[src/rtl/io_bus_arbiter_if.sv]
// Requester and io-bus signals of io_bus_arbiter. The master modport is the
// arbiter's view; slave is the view of the requesters and the bus around it.
interface io_bus_arbiter_if #(
  parameter int XLEN       = 32,
  parameter int LINE_BYTES = 16
);
  logic                    line_req;
  logic                    line_we;
  logic [XLEN-1:0]         line_addr;
  logic [LINE_BYTES*8-1:0] line_wdata;
  logic [LINE_BYTES*8-1:0] line_rdata;
  logic                    line_ready;
  logic                    line_busy;

  logic                    per_req;
  logic                    per_we;
  logic [XLEN-1:0]         per_addr;
  logic [XLEN-1:0]         per_wdata;
  logic [1:0]              per_byte_size;
  logic [XLEN-1:0]         per_rdata;
  logic                    per_ready;

  logic [XLEN-1:0]         io_addr;
  logic                    io_read;
  logic                    io_write;
  logic [XLEN-1:0]         io_wdata;
  logic [1:0]              io_byte_size;
  logic                    burst;
  logic [2:0]              burst_size;
  logic [XLEN-1:0]         io_rdata;
  logic                    io_ready;

  modport master (
    input  line_req, line_we, line_addr, line_wdata,
    output line_rdata, line_ready, line_busy,
    input  per_req, per_we, per_addr, per_wdata, per_byte_size,
    output per_rdata, per_ready,
    output io_addr, io_read, io_write, io_wdata, io_byte_size, burst, burst_size,
    input  io_rdata, io_ready
  );

  modport slave (
    output line_req, line_we, line_addr, line_wdata,
    input  line_rdata, line_ready, line_busy,
    output per_req, per_we, per_addr, per_wdata, per_byte_size,
    input  per_rdata, per_ready,
    input  io_addr, io_read, io_write, io_wdata, io_byte_size, burst, burst_size,
    output io_rdata, io_ready
  );
endinterface

[src/rtl/io_bus_arbiter.sv]
// Round-robin owner of the external io bus: word-by-word cache-line bursts on
// one side, single peripheral accesses on the other, one idle cycle in between.
module io_bus_arbiter #(
  parameter int XLEN       = 32,
  parameter int LINE_BYTES = 16
) (
  input  logic             clk,
  input  logic             rst,
  io_bus_arbiter_if.master bus
);
  localparam int              WORDS      = LINE_BYTES / (XLEN / 8);
  localparam int              LW         = LINE_BYTES * 8;
  localparam int              CNT_W      = (WORDS > 1) ? $clog2(WORDS) : 1;
  localparam logic [CNT_W-1:0] LAST_CNT  = CNT_W'(WORDS - 1);
  localparam logic [XLEN-1:0] ALIGN_MASK = ~XLEN'(LINE_BYTES - 1);
  localparam logic [XLEN-1:0] WORD_STEP  = XLEN'(XLEN / 8);

  typedef enum logic [1:0] {S_IDLE, S_LINE, S_PER, S_DONE} state_t;
  typedef enum logic {GRANT_LINE, GRANT_PER} grant_t;

  state_t           state_q, state_d;
  grant_t           last_grant_q, last_grant_d;
  logic [CNT_W-1:0] cnt_q, cnt_d;
  logic [XLEN-1:0]  io_addr_q, io_addr_d;
  logic [XLEN-1:0]  io_wdata_q, io_wdata_d;
  logic             io_read_q, io_read_d;
  logic             io_write_q, io_write_d;
  logic [1:0]       io_byte_size_q, io_byte_size_d;
  logic             burst_q, burst_d;
  logic [2:0]       burst_size_q, burst_size_d;
  logic             line_busy_q, line_busy_d;
  logic             line_ready_q, line_ready_d;
  logic             per_ready_q, per_ready_d;
  logic [LW-1:0]    line_buf_q, line_buf_d;
  logic [LW-1:0]    line_rdata_q, line_rdata_d;
  logic [XLEN-1:0]  per_rdata_q, per_rdata_d;
  logic             grant_line, grant_per;

  // On a tie the channel that did not win last time gets the bus.
  assign grant_line = bus.line_req && (!bus.per_req || last_grant_q == GRANT_PER);
  assign grant_per  = bus.per_req && !grant_line;

  always_comb begin
    // NOTE: every _d gets a default before the case so no latch is inferred.
    state_d        = state_q;
    last_grant_d   = last_grant_q;
    cnt_d          = cnt_q;
    io_addr_d      = io_addr_q;
    io_wdata_d     = io_wdata_q;
    io_read_d      = io_read_q;
    io_write_d     = io_write_q;
    io_byte_size_d = io_byte_size_q;
    burst_d        = burst_q;
    burst_size_d   = burst_size_q;
    line_busy_d    = line_busy_q;
    line_ready_d   = 1'b0;
    per_ready_d    = 1'b0;
    line_buf_d     = line_buf_q;
    line_rdata_d   = line_rdata_q;
    per_rdata_d    = per_rdata_q;

    unique case (state_q)
      S_IDLE: begin
        if (grant_line) begin
          state_d        = S_LINE;
          last_grant_d   = GRANT_LINE;
          cnt_d          = '0;
          io_addr_d      = bus.line_addr & ALIGN_MASK;
          io_wdata_d     = bus.line_wdata[XLEN-1:0];
          io_read_d      = !bus.line_we;
          io_write_d     = bus.line_we;
          io_byte_size_d = 2'd0;
          burst_d        = 1'b1;
          burst_size_d   = 3'(WORDS - 1);
          line_busy_d    = 1'b1;
        end else if (grant_per) begin
          state_d        = S_PER;
          last_grant_d   = GRANT_PER;
          io_addr_d      = bus.per_addr;
          io_wdata_d     = bus.per_wdata;
          io_read_d      = !bus.per_we;
          io_write_d     = bus.per_we;
          io_byte_size_d = bus.per_byte_size;
          burst_d        = 1'b0;
          burst_size_d   = 3'd0;
        end
      end

      S_LINE: begin
        if (bus.io_ready) begin
          if (!io_write_q) line_buf_d[int'(cnt_q) * XLEN +: XLEN] = bus.io_rdata;
          if (cnt_q == LAST_CNT) begin
            // The line becomes visible only once every word has arrived.
            if (!io_write_q) line_rdata_d = line_buf_d;
            state_d      = S_DONE;
            io_read_d    = 1'b0;
            io_write_d   = 1'b0;
            burst_d      = 1'b0;
            burst_size_d = 3'd0;
            line_busy_d  = 1'b0;
            line_ready_d = 1'b1;
          end else begin
            cnt_d      = cnt_q + CNT_W'(1);
            io_addr_d  = io_addr_q + WORD_STEP;
            io_wdata_d = bus.line_wdata[(int'(cnt_q) + 1) * XLEN +: XLEN];
          end
        end
      end

      S_PER: begin
        if (bus.io_ready) begin
          if (!io_write_q) per_rdata_d = bus.io_rdata;
          state_d     = S_DONE;
          io_read_d   = 1'b0;
          io_write_d  = 1'b0;
          per_ready_d = 1'b1;
        end
      end

      S_DONE: state_d = S_IDLE;

      default: state_d = S_IDLE;
    endcase
  end

  // NOTE: sequential state uses non-blocking assignments only.
  always_ff @(posedge clk or negedge rst) begin
    if (!rst) begin
      state_q        <= S_IDLE;
      last_grant_q   <= GRANT_PER;
      cnt_q          <= '0;
      io_addr_q      <= '0;
      io_wdata_q     <= '0;
      io_read_q      <= 1'b0;
      io_write_q     <= 1'b0;
      io_byte_size_q <= 2'd0;
      burst_q        <= 1'b0;
      burst_size_q   <= 3'd0;
      line_busy_q    <= 1'b0;
      line_ready_q   <= 1'b0;
      per_ready_q    <= 1'b0;
      // NOTE: the assembly buffer is reset as well, so a refill never exposes
      // words left over from an aborted burst or power-up X.
      line_buf_q     <= '0;
      line_rdata_q   <= '0;
      per_rdata_q    <= '0;
    end else begin
      state_q        <= state_d;
      last_grant_q   <= last_grant_d;
      cnt_q          <= cnt_d;
      io_addr_q      <= io_addr_d;
      io_wdata_q     <= io_wdata_d;
      io_read_q      <= io_read_d;
      io_write_q     <= io_write_d;
      io_byte_size_q <= io_byte_size_d;
      burst_q        <= burst_d;
      burst_size_q   <= burst_size_d;
      line_busy_q    <= line_busy_d;
      line_ready_q   <= line_ready_d;
      per_ready_q    <= per_ready_d;
      line_buf_q     <= line_buf_d;
      line_rdata_q   <= line_rdata_d;
      per_rdata_q    <= per_rdata_d;
    end
  end

  assign bus.io_addr      = io_addr_q;
  assign bus.io_wdata     = io_wdata_q;
  assign bus.io_read      = io_read_q;
  assign bus.io_write     = io_write_q;
  assign bus.io_byte_size = io_byte_size_q;
  assign bus.burst        = burst_q;
  assign bus.burst_size   = burst_size_q;
  assign bus.line_busy    = line_busy_q;
  assign bus.line_ready   = line_ready_q;
  assign bus.per_ready    = per_ready_q;
  assign bus.line_rdata   = line_rdata_q;
  assign bus.per_rdata    = per_rdata_q;
endmodule
[src/flat_wrapper.sv]
// flat-port wrapper written by rule: the top's interface ports become plain ports
module io_bus_arbiter_flat 
#(
  parameter int XLEN       = 32,
  parameter int LINE_BYTES = 16
)
  (clk, rst, bus_line_req, bus_line_we, bus_line_addr, bus_line_wdata, bus_line_rdata, bus_line_ready, bus_line_busy, bus_per_req, bus_per_we, bus_per_addr, bus_per_wdata, bus_per_byte_size, bus_per_rdata, bus_per_ready, bus_io_addr, bus_io_read, bus_io_write, bus_io_wdata, bus_io_byte_size, bus_burst, bus_burst_size, bus_io_rdata, bus_io_ready);
  io_bus_arbiter_if #(.XLEN(XLEN), .LINE_BYTES(LINE_BYTES)) bus_i ();
  input  logic clk;
  input  logic rst;
  input wire logic [$bits(bus_i.line_req)-1:0] bus_line_req;
  input wire logic [$bits(bus_i.line_we)-1:0] bus_line_we;
  input wire logic [$bits(bus_i.line_addr)-1:0] bus_line_addr;
  input wire logic [$bits(bus_i.line_wdata)-1:0] bus_line_wdata;
  output wire logic [$bits(bus_i.line_rdata)-1:0] bus_line_rdata;
  output wire logic [$bits(bus_i.line_ready)-1:0] bus_line_ready;
  output wire logic [$bits(bus_i.line_busy)-1:0] bus_line_busy;
  input wire logic [$bits(bus_i.per_req)-1:0] bus_per_req;
  input wire logic [$bits(bus_i.per_we)-1:0] bus_per_we;
  input wire logic [$bits(bus_i.per_addr)-1:0] bus_per_addr;
  input wire logic [$bits(bus_i.per_wdata)-1:0] bus_per_wdata;
  input wire logic [$bits(bus_i.per_byte_size)-1:0] bus_per_byte_size;
  output wire logic [$bits(bus_i.per_rdata)-1:0] bus_per_rdata;
  output wire logic [$bits(bus_i.per_ready)-1:0] bus_per_ready;
  output wire logic [$bits(bus_i.io_addr)-1:0] bus_io_addr;
  output wire logic [$bits(bus_i.io_read)-1:0] bus_io_read;
  output wire logic [$bits(bus_i.io_write)-1:0] bus_io_write;
  output wire logic [$bits(bus_i.io_wdata)-1:0] bus_io_wdata;
  output wire logic [$bits(bus_i.io_byte_size)-1:0] bus_io_byte_size;
  output wire logic [$bits(bus_i.burst)-1:0] bus_burst;
  output wire logic [$bits(bus_i.burst_size)-1:0] bus_burst_size;
  input wire logic [$bits(bus_i.io_rdata)-1:0] bus_io_rdata;
  input wire logic [$bits(bus_i.io_ready)-1:0] bus_io_ready;
  assign bus_i.line_req = bus_line_req;
  assign bus_i.line_we = bus_line_we;
  assign bus_i.line_addr = bus_line_addr;
  assign bus_i.line_wdata = bus_line_wdata;
  assign bus_line_rdata = bus_i.line_rdata;
  assign bus_line_ready = bus_i.line_ready;
  assign bus_line_busy = bus_i.line_busy;
  assign bus_i.per_req = bus_per_req;
  assign bus_i.per_we = bus_per_we;
  assign bus_i.per_addr = bus_per_addr;
  assign bus_i.per_wdata = bus_per_wdata;
  assign bus_i.per_byte_size = bus_per_byte_size;
  assign bus_per_rdata = bus_i.per_rdata;
  assign bus_per_ready = bus_i.per_ready;
  assign bus_io_addr = bus_i.io_addr;
  assign bus_io_read = bus_i.io_read;
  assign bus_io_write = bus_i.io_write;
  assign bus_io_wdata = bus_i.io_wdata;
  assign bus_io_byte_size = bus_i.io_byte_size;
  assign bus_burst = bus_i.burst;
  assign bus_burst_size = bus_i.burst_size;
  assign bus_i.io_rdata = bus_io_rdata;
  assign bus_i.io_ready = bus_io_ready;
  io_bus_arbiter #(.XLEN(XLEN), .LINE_BYTES(LINE_BYTES)) u_core (.clk(clk), .rst(rst), .bus(bus_i));
endmodule
[config.mk]
export PLATFORM = sky130hd
export DESIGN_NAME = io_bus_arbiter_flat
export DESIGN_NICKNAME = d
export VERILOG_FILES = /design/src/rtl/io_bus_arbiter_if.sv /design/src/rtl/io_bus_arbiter.sv /design/src/flat_wrapper.sv
export SDC_FILE = /design/constraint.sdc
export NUM_CORES = 1
export LEC_CHECK = 0
export ABC_AREA = 1
export CAP_MARGIN = 20
export CORE_AREA = 2 2 200 202
export CTS_CLUSTER_SIZE = 16
export DETAILED_ROUTE_END_ITERATION = 16
export DIE_AREA = 0 0 202 204
export PLACE_DENSITY = 0.77
export SLEW_MARGIN = 20
export SYNTH_ARGS = -nofsm -noshare
export SYNTH_HDL_FRONTEND = slang
export SYNTH_SLANG_ARGS = --single-unit
[constraint.sdc]
create_clock -name clk -period 2.3 [get_ports clk]
set_clock_uncertainty 0.15 [all_clocks]
set_input_delay 0.46 -clock clk [delete_from_list [all_inputs] [get_ports clk]]
set_output_delay 0.46 -clock clk [all_outputs]
set_load 0.005 [all_outputs]
### After elaboration in Yosys (flattened, before gate mapping)

Cells that the tools add are included.
W data, S select, Z words.

| word-level totals | value |
|---|---|
| register bits | 368 |
| input port bits | 265 |
| output and inout bits | 235 |

| cells by class | value |
|---|---|
| add/sub/neg operators | 4 |
| equal/unequal tests | 10 |
| shift-type cells | 3 |
| muxes and demuxes | 50 |
| bitwise gates (word level) | 1 |
| reductions and logical operators | 21 |

Operators by type and width:

| cell | number |
|---|---|
| $mux W32 | 8 |
| $bwmux W128 | 1 |
| $mux W128 | 1 |
| $pmux W32 S2 | 2 |
| $shift A32 B33 Y128 const A | 1 |
| $shiftx A128 B32 Y32 | 1 |
| $shiftx A32 B33 Y128 | 1 |
| $neg A7 Y33 | 1 |
| $add A32 B3 Y32 const B | 1 |
| $reduce_and A4 Y1 | 6 |
| $mux W2 | 10 |
| $mux W1 | 17 |
| $mux W3 | 4 |
| $pmux W2 S4 | 1 |
| $eq A2 B2 Y1 const B | 3 |
| $ne A2 B2 Y1 const B | 3 |
| $pmux W1 S3 | 2 |
| $pmux W3 S2 | 1 |
| $reduce_and A5 Y1 | 1 |
| $logic_not A1 Y1 | 4 |
| $ne A2 B1 Y1 const B | 2 |
| $pmux W1 S2 | 2 |
| $pmux W2 S2 | 1 |
| $reduce_and A2 Y1 | 2 |
| other kinds (11) | 13 |

### Depth between registers and ports, before layout

| logic depth | value |
|---|---|
| depth after elaboration | 8 |
| depth in mapped cells | 12 |

### Worst setup path after synthesis

No wires, ideal clock.

| timing | value |
|---|---|
| path kind | register to register |
| start point | reg u_core.cnt_q[0] |
| end point | reg u_core.line_buf_q[88] |
| setup time | 0.083 ns |
| data arrival time | 2.087 ns |
| slack | -0.019 ns |
| cell stages (with the launch flop) | 11 |
| clock period less this slack | 2.319 ns |
| cell sequence | dfrtp_1 -> clkinv_1 -> clkbuf_1 -> ha_1 -> inv_1 -> nor3_1 -> buf_2 -> nand4_1 -> o21ai_0 -> nand2_1 -> o21ai_0 |

| on the way | value |
|---|---|
| longest elaborated chain between the ends | 4 |
| elaborated cells between the ends (all ways) | 5 |

RTL lines:

| what | line | source |
|---|---|---|
| from (decl) | io_bus_arbiter.sv:23 | `logic [CNT_W-1:0] cnt_q, cnt_d;` |
| from (signal assigned) | io_bus_arbiter.sv:150 | `cnt_q <= cnt_d;` |
| $neg A7 Y33 * | io_bus_arbiter.sv:91 | `if (!io_write_q) line_buf_d[int'(cnt_q) * XLEN +: XLEN] = bus.io_rdata;` |
| $shiftx A32 B33 Y128 or $shift A32 B33 Y128 (tied branches) | io_bus_arbiter.sv:91 |  |
| $bwmux W128 * | io_bus_arbiter.sv:91 |  |
| $mux W128 * | io_bus_arbiter.sv:91 |  |
| to (signal assigned) | io_bus_arbiter.sv:161 | `line_buf_q <= line_buf_d;` |
| to (decl) | io_bus_arbiter.sv:34 | `logic [LW-1:0] line_buf_q, line_buf_d;` |

Every way passes the cells marked *; elsewhere a longest branch is shown, timed or not.
A chain may end at the register's enable or synchronous reset.

### Worst setup path in the final report

| timing | value |
|---|---|
| start point | reg u_core.io_addr_q[18] (netlist: u_core.bus.io_addr[18]) |
| end point | out bus_io_addr[18] |

RTL lines:

| what | line | source |
|---|---|---|
| from (decl) | io_bus_arbiter.sv:24 | `logic [XLEN-1:0] io_addr_q, io_addr_d;` |
| from (signal assigned) | io_bus_arbiter.sv:151 | `io_addr_q <= io_addr_d;` |
| to (decl) | flat_wrapper.sv:25 | `output wire logic [$bits(bus_i.io_addr)-1:0] bus_io_addr;` |

No word-level cell between the ends.

==> flow_summary_export.csv <==
group,metric,value,unit
sta,relSlewSlack,63.2,%
setup_path,r2r_slack,0.09,ns
global_routing,grt-ovfl-total,0,
synthesis,synth_cells,2234,
synthesis,syn_nets,2509,
clock_tree,clk_latency,0.53,ns
placed_design,dpl_worst_slack,-0.143,ns
setup_path,crit_family,"buffers and inverters",
synthesis,synth_commonest_cells,"761 x nand2_1, 342 x o21ai_0, 332 x dfrtp_1",
placed_design,place_congestion,1.04,
die,rows,73,
synthesis,yosysTopAreaCellShare,49.8,%
power,power.leakage,10.9,nW
setup_path,path_cells,"clkdlybuf4s50_1",
final_layout,final_core_util,60.9,%
setup_path,r2r_end,"u_core.line_buf_q[18]",
sta,finalCritPeriodShare,98.1,%
synthesis,synth-edff-count,0,
clock_tree,cts.sinks,333,
power,max-vdd-ir-drop,564,uV
die,start_util,42.5,%
die,ios,500,
die,die_h,204,um
setup_path,required,1.69,ns
route,via_count,17400,
sta,rsz0062_at_grt,"no",
placed_design,dp.cells,3188,
setup_path,cpPeakStageDelay,0.65,ns
sta,hold_ws,0.327,ns
setup_path,r2r-start,"u_core.cnt_q[0]",
setup_path,cp_num_buf_inv,1,
clock_tree,cts_buffers,36,
final_layout,finalNonFillerCells,3256,
setup_path,critPathLaunchType,"flip-flop",
sta,setup_ws,0.0433,ns
final_layout,fin_nets,2977,
route,dr.pass1.iters,8,
synthesis,async_flop_share,100,%
sta,final_hold_viol_count,0,
global_routing,first_global_vias,17100,
clock_tree,cts_tree,"yes",
synthesis,ys_top_cells_by_area,"dfrtp_1 50%, nand2_1 17%, o21ai_0 10%, inv_1 4.2%, nor2_1 3.1%",
synthesis,ys.flop_type,"dfrtp_1",
sta,min_period,2.26,ns
route,drt_wl_total,65000,um
clock_tree,root_buffer,"clkbuf_16",
synthesis,yosysWarnings,0,
min_path,worstHoldPathType,"input pin to async pin",
sta,drv_slew,0,
setup_path,path_max_fanout,7,
synthesis,ys_ff_latch,333,
die,die_x,202,um
clock_tree,post_cts_buffers,0,
final_layout,area_growth_syn_to_layout,43.1,%
global_routing,grt_pass1_wl,99900,um
synthesis,synth.avg_cell_area,7.46,um2
die,core,0.0392,mm2
synthesis,ys_seq_area_share,50.0,%
setup_path,r2r_cells,8,
synthesis,yosysMostFrequentCell,"nand2_1",
clock_tree,cts_max_level,2,
route,post_drt_wl_per_cell,20.0,um
sta,fmax,443,MHz
setup_path,endpoint_kind,"output port",
power,p_per_area,1070,mW/mm2
die,dieArea,0.0412,mm2
sta,worst_pin_slew,0.552,ns
route,drc,0,
run_status,status,"finished clean",
synthesis,synth_cell_types,34,
setup_path,critical_path_class,"flip-flop to output port",
route,drtIter0Drc,1887,
flow_run,maxCapViolations,0,
setup_path,crit_slowest_cell,"clkdlybuf4s50_1",
clock_tree,clk_path_buf_depth,3,
global_routing,grt_max_degree,103,
setup_path,worstPathArrival,1.65,ns
sta,fin_setup_tns,0,ns
final_layout,drive_gt1_share,6.41,%
route,vias_per_cell,5.36,
placed_design,dp_hpwl,48100,um
sta,finalSetupViolations,0,
global_routing,antenna_found_initial,2,
synthesis,syn_area,0.0167,mm2
global_routing,grtUsageTotal,31.1,%
clock_tree,clk_pin_slew,0.06,ns
synthesis,synth_area_leader_cell,"dfrtp_1",
route,antenna_left,0,
placed_design,io_buffer_count,494,
cell type report:
cell class / instances / area (um2)
Fill cell: 3408 / 15300
Sequential cell: 333 / 8340
Multi-Input combinational cell: 1559 / 6980
Timing Repair Buffer: 581 / 5970
Clock buffer: 52 / 1050
Inverter: 191 / 722
Tap cell: 525 / 657
Clock inverter: 13 / 116
Antenna cell: 2 / 5.00
placed cells by master, fill, tap and decap left out, types with 47 or more instances in the layout:
cell             count
a21oi_1             47
buf_4               56
clkdlybuf4s50_1    493
dfrtp_1            328
inv_1              183
nand2_1            758
nand3_1             71
nor2_1             138
o21ai_0            340
o21ai_1             51
layer usage:
metal	share of wire (%)	up-vias	track usage (%)
li1	-	8141	-
met1	40	8271	40.7
met2	47	905	51.3
met3	8.9	126	6.20
met4	3.8	0	11.6
met5	0	-	0
how the worst max path moves through the flow:
| stage | from | endpoint | slack [ns] | cells after the start |
|---|---|---|---|---|
| after floorplan | u_core.cnt_q[0] | u_core.bus.line_rdata[4] | 0.04 | 9 |
| after global placement | bus_per_req | u_core.bus.io_wdata[16] | -0.18 | 11 |
| after detailed placement | bus_per_req | u_core.bus.io_wdata[16] | -0.14 | 11 |
| after CTS | u_core.bus.io_addr[23] | bus_io_addr[23] | 0.03 | 1 |
| after global routing | u_core.bus.io_addr[21] | bus_io_addr[21] | 0.006 | 1 |
| final | u_core.bus.io_addr[18] | bus_io_addr[18] | 0.04 | 1 |
logic make-up after synthesis:
family                   Yosys count  synth area share, %
multiplexers                       1               0.0601
flip-flops                       333                 50.0
AND/OR/NAND/NOR                 1027                 24.5
buffers and inverters            342                 8.41
adder cells (fa/ha/maj)           10                0.751
AO/OA/AOI/OAI                    520                 16.3
other                              1               0.0225
sequential cells by signal, summed over array words and instances, names as in the netlist:
name,flops
u_core.bus.line_busy,1
u_core.bus.io_write,1
u_core.bus.line_rdata,128
u_core.bus.io_read,1
u_core.bus.io_byte_size,2
u_core.last_grant_q,1
u_core.bus.io_wdata,32
u_core.bus.line_ready,1
u_core.bus.burst_size,1
u_core.line_buf_q,96
u_core.bus.io_addr,32
u_core.bus.per_ready,1
u_core.cnt_q,2
u_core.bus.per_rdata,32
u_core.state_q,2
repair_timing:
item	in CTS	in global routing
endpoints found under the setup margin	5	18
hold buffers	1	0
endpoints found under the hold margin	50	0
gates cloned	0	0
pin swaps	0	1
resized for setup	3	7
worst reg2reg max path: stages (launching register included):
cell	delay [ns]
dfrtp_2	0.41
clkinv_2	0.13
ha_1	0.36
nor3_2	0.18
nand3_1	0.16
buf_6	0.21
o21ai_0	0.25
inv_1	0.09
o21ai_0	0.15
metrics by stage:
stage	power, mW	cell area (um2)
floorplan	14.0	16700
global placement	19.2	22600
detailed placement	19.5	22600
CTS	25.3	23800
global route	27.0	23800
finish	25.4	23800
power by group:
group / leakage [nW] / internal, mW / switching, mW / total (mW)
clock network: 0.570 / 3.31 / 2.46 / 5.77
logic: 5.95 / 4.64 / 6.25 / 10.9
registers: 4.37 / 7.55 / 1.18 / 8.73
(Power assumes the default switching activity.)
==> RTL change 1 (same flow settings) <==
`LINE_BYTES` is set to 16 in 3 places; all go to 8.
--- a/src/rtl/io_bus_arbiter_if.sv
+++ b/src/rtl/io_bus_arbiter_if.sv
@@ -2,7 +2,7 @@
 // arbiter's view; slave is the view of the requesters and the bus around it.
 interface io_bus_arbiter_if #(
   parameter int XLEN       = 32,
-  parameter int LINE_BYTES = 16
+  parameter int LINE_BYTES = 8
 );
   logic                    line_req;
   logic                    line_we;
--- a/src/rtl/io_bus_arbiter.sv
+++ b/src/rtl/io_bus_arbiter.sv
@@ -2,7 +2,7 @@
 // one side, single peripheral accesses on the other, one idle cycle in between.
 module io_bus_arbiter #(
   parameter int XLEN       = 32,
-  parameter int LINE_BYTES = 16
+  parameter int LINE_BYTES = 8
 ) (
   input  logic             clk,
   input  logic             rst,
--- a/src/flat_wrapper.sv
+++ b/src/flat_wrapper.sv
@@ -2,7 +2,7 @@
 module io_bus_arbiter_flat 
 #(
   parameter int XLEN       = 32,
-  parameter int LINE_BYTES = 16
+  parameter int LINE_BYTES = 8
 )
   (clk, rst, bus_line_req, bus_line_we, bus_line_addr, bus_line_wdata, bus_line_rdata, bus_line_ready, bus_line_busy, bus_per_req, bus_per_we, bus_per_addr, bus_per_wdata, bus_per_byte_size, bus_per_rdata, bus_per_ready, bus_io_addr, bus_io_read, bus_io_write, bus_io_wdata, bus_io_byte_size, bus_burst, bus_burst_size, bus_io_rdata, bus_io_ready);
   io_bus_arbiter_if #(.XLEN(XLEN), .LINE_BYTES(LINE_BYTES)) bus_i ();
Ports: changed (resized bus_line_rdata and bus_line_wdata); port bits go from 500 to 372. The function was not compared with the original's and may differ.
==> RTL change 1 against the unedited design <==
- sequential share of layout area down 1.6 points
- power down 25%
- non-clock buffer count down 176
- synthesized area down 40%
- routed wire length down 47%
- utilization down 22 points
- cell area down 36%
- setup slack better by 66 ps
- sequential power down 27%
- register-to-register slack better by 110 ps
- sequential cell count down 129
- critical path type unchanged
==> RTL change 1: results (changes against the unedited design) <==
* Run status: completed
* Htree depth at 1 (-1)
* Layout cell share with drive strength beyond 1 at 0.05388 (-0.01024)
* CTS Root Cell: clkbuf_16
* Post-synth cell types at 29 (-15%)
* Worst setup margin at 109.3 ps (+65.96 ps)
* Synth area leaders: dfrtp_1 (51%), nand2_1 (19%), o21ai_0 (12%)
* Port Buffer Count at 366 (-26%)
* Slowest cell delay on critical path at 560 ps (-90 ps)
* Layout fillers at 3,892 (+14%)
* 1st-iter DRT viols at 563 (-70%)
* Sequential share of the synthesized area at 0.5102 (+0.01011)
* Pin count of the biggest net entering global routing at 65 (-37%)
* P_leak at 7.033 nW (-35%)
* Ys Warns at 0 (unchanged)
* R2r setup slk at 200 ps (+110 ps)
* Clk_lat worst skew at 530 ps (about the same)
* Num CTS Buffers at 24 (-33%)
* Placed Instance Area at 14,490 um2 (-36%)
* GRT Overall Usage at 0.1648 (-0.1461)
* Max reg flops at 64 (-50%)
* Initial antenna violation count at 0 (-2)
* Mean Syn Cell Area at 7.392 um2 (-0.92%)
* R2r startpoint: u_core.state_q[1]
* Nets at 1,916 (-36%)
* # resized after CTS at 0 (-3)
* Hold_ws at 314.2 ps (-13.17 ps)
* Post-route insts no fill at 2,251 (-31%)
* WL final at 34.26 mm (-47%)
* Post-synth EDFFs at 0 (unchanged)
* Worst vdd ir at 0.0004566 V (-19%)
* DR pass1 iterations at 5 (-3)
* Clk slew on worst S/H paths at 60 ps (about the same)
* First-pass GRT wire length at 54.97 mm (-45%)
* Post-synth top cells: nand2_1 (502), o21ai_0 (237), dfrtp_1 (203)
* Post-DP HPWL at 25.34 mm (-47%)
* CP Max Fanout at 5 (-2)
* RR Endpoint: u_core.bus.io_addr[3]
* R2R cell count at 9 (+1)
* Post-CTS Hold Buffers at 1 (unchanged)
* Worst Path Arrival at 1580 ps (-70 ps)
* Top delay family on crit path: buffers and inverters
* Routability congestion estimate from global placement at 0.9327 (-9.9%)
* Post-place setup slack at -115.0 ps (+28.37 ps)
* N_diodes at 0 (-2)
* Top FF cell, synth: dfrtp_1
* Total number of vias at 10,350 (-41%)
* Cell Count Post-Placement at 2,208 (-31%)
==> RTL change 1: changes by cell type in the layout (fill, tap and decap cells not counted), moves of 32 or more <==
cell,before,now
nand2_1,758,498
dfrtp_1,328,203
inv_1,183,79
clkdlybuf4s50_1,493,365
o21ai_0,340,237
nand4_1,34,0
buf_4,56,24
nand3_1,71,33
a21oi_1,47,10
a31oi_1,37,1
==> RTL change 1: cells by family (layout without fill, tap and decap cells) <==
kind of cell             count (synthesis)  count (layout)  share of synthesized area
AO/OA/AOI/OAI                          290             290                     0.1509
flip-flops                             204             204                     0.5102
buffers and inverters                  159             530                    0.06438
other                                    1               2                  0.0003747
adder cells (fa/ha/maj)                  5               5                   0.006251
AND/OR/NAND/NOR                        694             694                     0.2669
multiplexers                             1               1                   0.001000
==> RTL change 1: worst max-delay path by stage <==
stage / startpoint / cells after the start / end
6_report: u_core.bus.io_addr[29] / 1 / bus_io_addr[29]
2_1_floorplan: u_core.state_q[0] / 8 / u_core.bus.io_addr[12]
3_5_place_dp: bus_per_req / 9 / u_core.bus.io_addr[3]
3_3_place_gp: bus_per_req / 9 / u_core.bus.io_addr[3]
4_1_cts: u_core.bus.io_addr[4] / 1 / bus_io_addr[4]
5_1_grt: u_core.state_q[1] / 9 / u_core.bus.io_addr[3]
==> RTL change 1: layout make-up <==
cell class,count,share of cell area
Clock buffer,31,0.04368
Clock inverter,11,0.008181
Inverter,83,0.02037
Multi-Input combinational cell,992,0.2804
Sequential cell,204,0.3339
Tap cell,525,0.04295
Timing Repair Buffer,405,0.2705
==> RTL change 1: routing by layer <==
layer	global-route usage	up-vias	share of wire
met2	0.2883	428	0.48
li1	-	5017	-
met4	0.04989	0	0.024
met1	0.1998	4845	0.42
met3	0.04050	60	0.077
met5	0	-	0
==> RTL change 1: where the power goes <==
| part | leakage (nW) | switching (W) | internal, W |
|---|---|---|---|
| clock network | 0.372 | 0.00154 | 0.00228 |
| logic | 4.10 | 0.00445 | 0.00439 |
| registers | 2.57 | 0.00115 | 0.00526 |
==> RTL change 1: stage by stage <==
stage	utilization	TNS [ps]
after floorplan	-	0
after global placement	0.3698	-948.3
after detailed placement	0.3698	-3750
after CTS	0.3903	0
after global routing	0.3903	0
final	0.3903	0
==> RTL change 2 (same settings) <==
Without the edit above. Re-encode `state_t` (4 states) as one-hot, 4 bits wide.
--- a/src/rtl/io_bus_arbiter.sv
+++ b/src/rtl/io_bus_arbiter.sv
@@ -15,7 +15,7 @@
   localparam logic [XLEN-1:0] ALIGN_MASK = ~XLEN'(LINE_BYTES - 1);
   localparam logic [XLEN-1:0] WORD_STEP  = XLEN'(XLEN / 8);
 
-  typedef enum logic [1:0] {S_IDLE, S_LINE, S_PER, S_DONE} state_t;
+  typedef enum logic [3:0] {S_IDLE = 4'b0001, S_LINE = 4'b0010, S_PER = 4'b0100, S_DONE = 4'b1000} state_t;
   typedef enum logic {GRANT_LINE, GRANT_PER} grant_t;
 
   state_t           state_q, state_d;
Behaviour: no difference found for any inputs over 4 cycles, from zero or initial values and one cycle with rst low; so few cycles prove little.
==> RTL change 2 against the unedited design <==
- routed wire length decreased by 5.4%
- largest cell class unchanged
- clock power is 8.0% higher
- power rose by 5.5%
- setup slack improved by 26 ps
- synthesized area up 1.8%
- highest routed layer is now met5
- critical path type unchanged
- combinational power rose by 7%
- cell area rose by 1.5%
- critical endpoint is now bus_io_addr[28]
- sequential cell count is 2 higher
==> RTL change 2: results (changes against the unedited design) <==
* Post-place setup slack at 64.17 ps (+207.6 ps)
* Num CTS Buffers at 38 (+5.6%)
* Run status: completed
* TritonCTS Sinks at 335 (+0.60%)
* GRT Overall Usage at 0.2940 (-0.01683)
* Buffer share of cell area at 0.2449 (-0.005605)
* Layout fillers at 3,336 (-2.1%)
* Met1 usage at 0.3992 (-0.007432)
* Worst vdd ir at 0.0009184 V (+63%)
* Total number of vias at 17,558 (+0.66%)
* Pin count of the biggest net entering global routing at 69 (-33%)
* Routability congestion estimate from global placement at 0.9426 (-8.9%)
* Post-DP HPWL at 44.11 mm (-8.3%)
* Mux contribution to synthesized area at 0 (-0.0006006)
* N_diodes at 5 (+3)
* Routing usage on met3 at 0.07844 (+0.01642)
* Met2 GRT Util at 0.4497 (-0.06321)
* Layout cell share with drive strength beyond 1 at 0.06825 (+0.004122)
* Sw Ratio at 0.3911 (+0.001572)
* Highest routing layer actually used: met5
* Slowest cell delay on critical path at 580 ps (-70 ps)
* Syn nets at 2,534 (+1.0%)
* Initial antenna violation count at 7 (+5)
* Metal2 WL at 27.35 mm (-11%)
* DR pass1 iterations at 6 (-2)
* Multi-input combinational area share at 0.3053 (+0.01245)
* Routed length on met3 at 5.691 mm (-1.4%)
* # resized after CTS at 1 (-2)
* Synth Area in Adders at 0.004423 (-0.003085)
* Seq area share at 0.3468 (-0.002962)
* Mean Syn Cell Area at 7.501 um2 (+0.54%)
* Nets at 2,981 (+0.13%)
* Clock buffers at 55 (+5.8%)
-- RTL change 2: changes by cell type after synthesis, sizes merged, moves of 4 or more --
| cell | change |
|---|---|
| inv | -44 |
| nor2 | +24 |
| a31oi | -38 |
| nand4 | +33 |
| a21oi | -28 |
| clkbuf | +6 |
| o21ai | -39 |
| o31ai | +32 |
| or2 | -10 |
| nand3 | +85 |
| buf | +8 |
| ha | -4 |
-- RTL change 2: power groups by stage --
stage	Clock, W	Combinational [W]	Sequential, W
after global routing	0.00658	0.0128	0.00910
after floorplan	0	0.00642	0.00869
after CTS	0.00635	0.0114	0.00889
after global placement	0	0.0110	0.00888
after detailed placement	0	0.0113	0.00896
final	0.00623	0.0117	0.00892
-- RTL change 2: path summary, 6_finish.rpt --
kind                                                   to  slack, ps  cells after the start                    from
worst max register to register  u_core.bus.line_rdata[19]        140                      8         u_core.cnt_q[0]
max in group asynchronous       u_core.bus.line_rdata[59]        960                      3                     rst
worst min register to register      u_core.line_buf_q[15]        320                      2   u_core.line_buf_q[15]
min in group clk                    u_core.bus.io_addr[1]        320                      3         bus_per_addr[1]
worst max-delay path                      bus_io_addr[28]         70                      1  u_core.bus.io_addr[28]
worst min-delay path            u_core.bus.line_rdata[13]        280                      2                     rst
-- RTL change 2: cells by family (layout without fill, tap and decap cells) --
kind of cell | count (synthesis) | in the layout
compound gates | 449 | 449
buf+inv | 311 | 788
fa+ha+maj | 6 | 6
simple gates | 1161 | 1161
flops | 335 | 335
other cells | 1 | 6
-- RTL change 2: per-stage QoR --
stage / util / setup TNS [ps]
floorplan: - / -2850
global placement: 0.5822 / 0
detailed placement: 0.5822 / 0
CTS: 0.6150 / 0
global route: 0.6174 / 0
finish: 0.6175 / 0
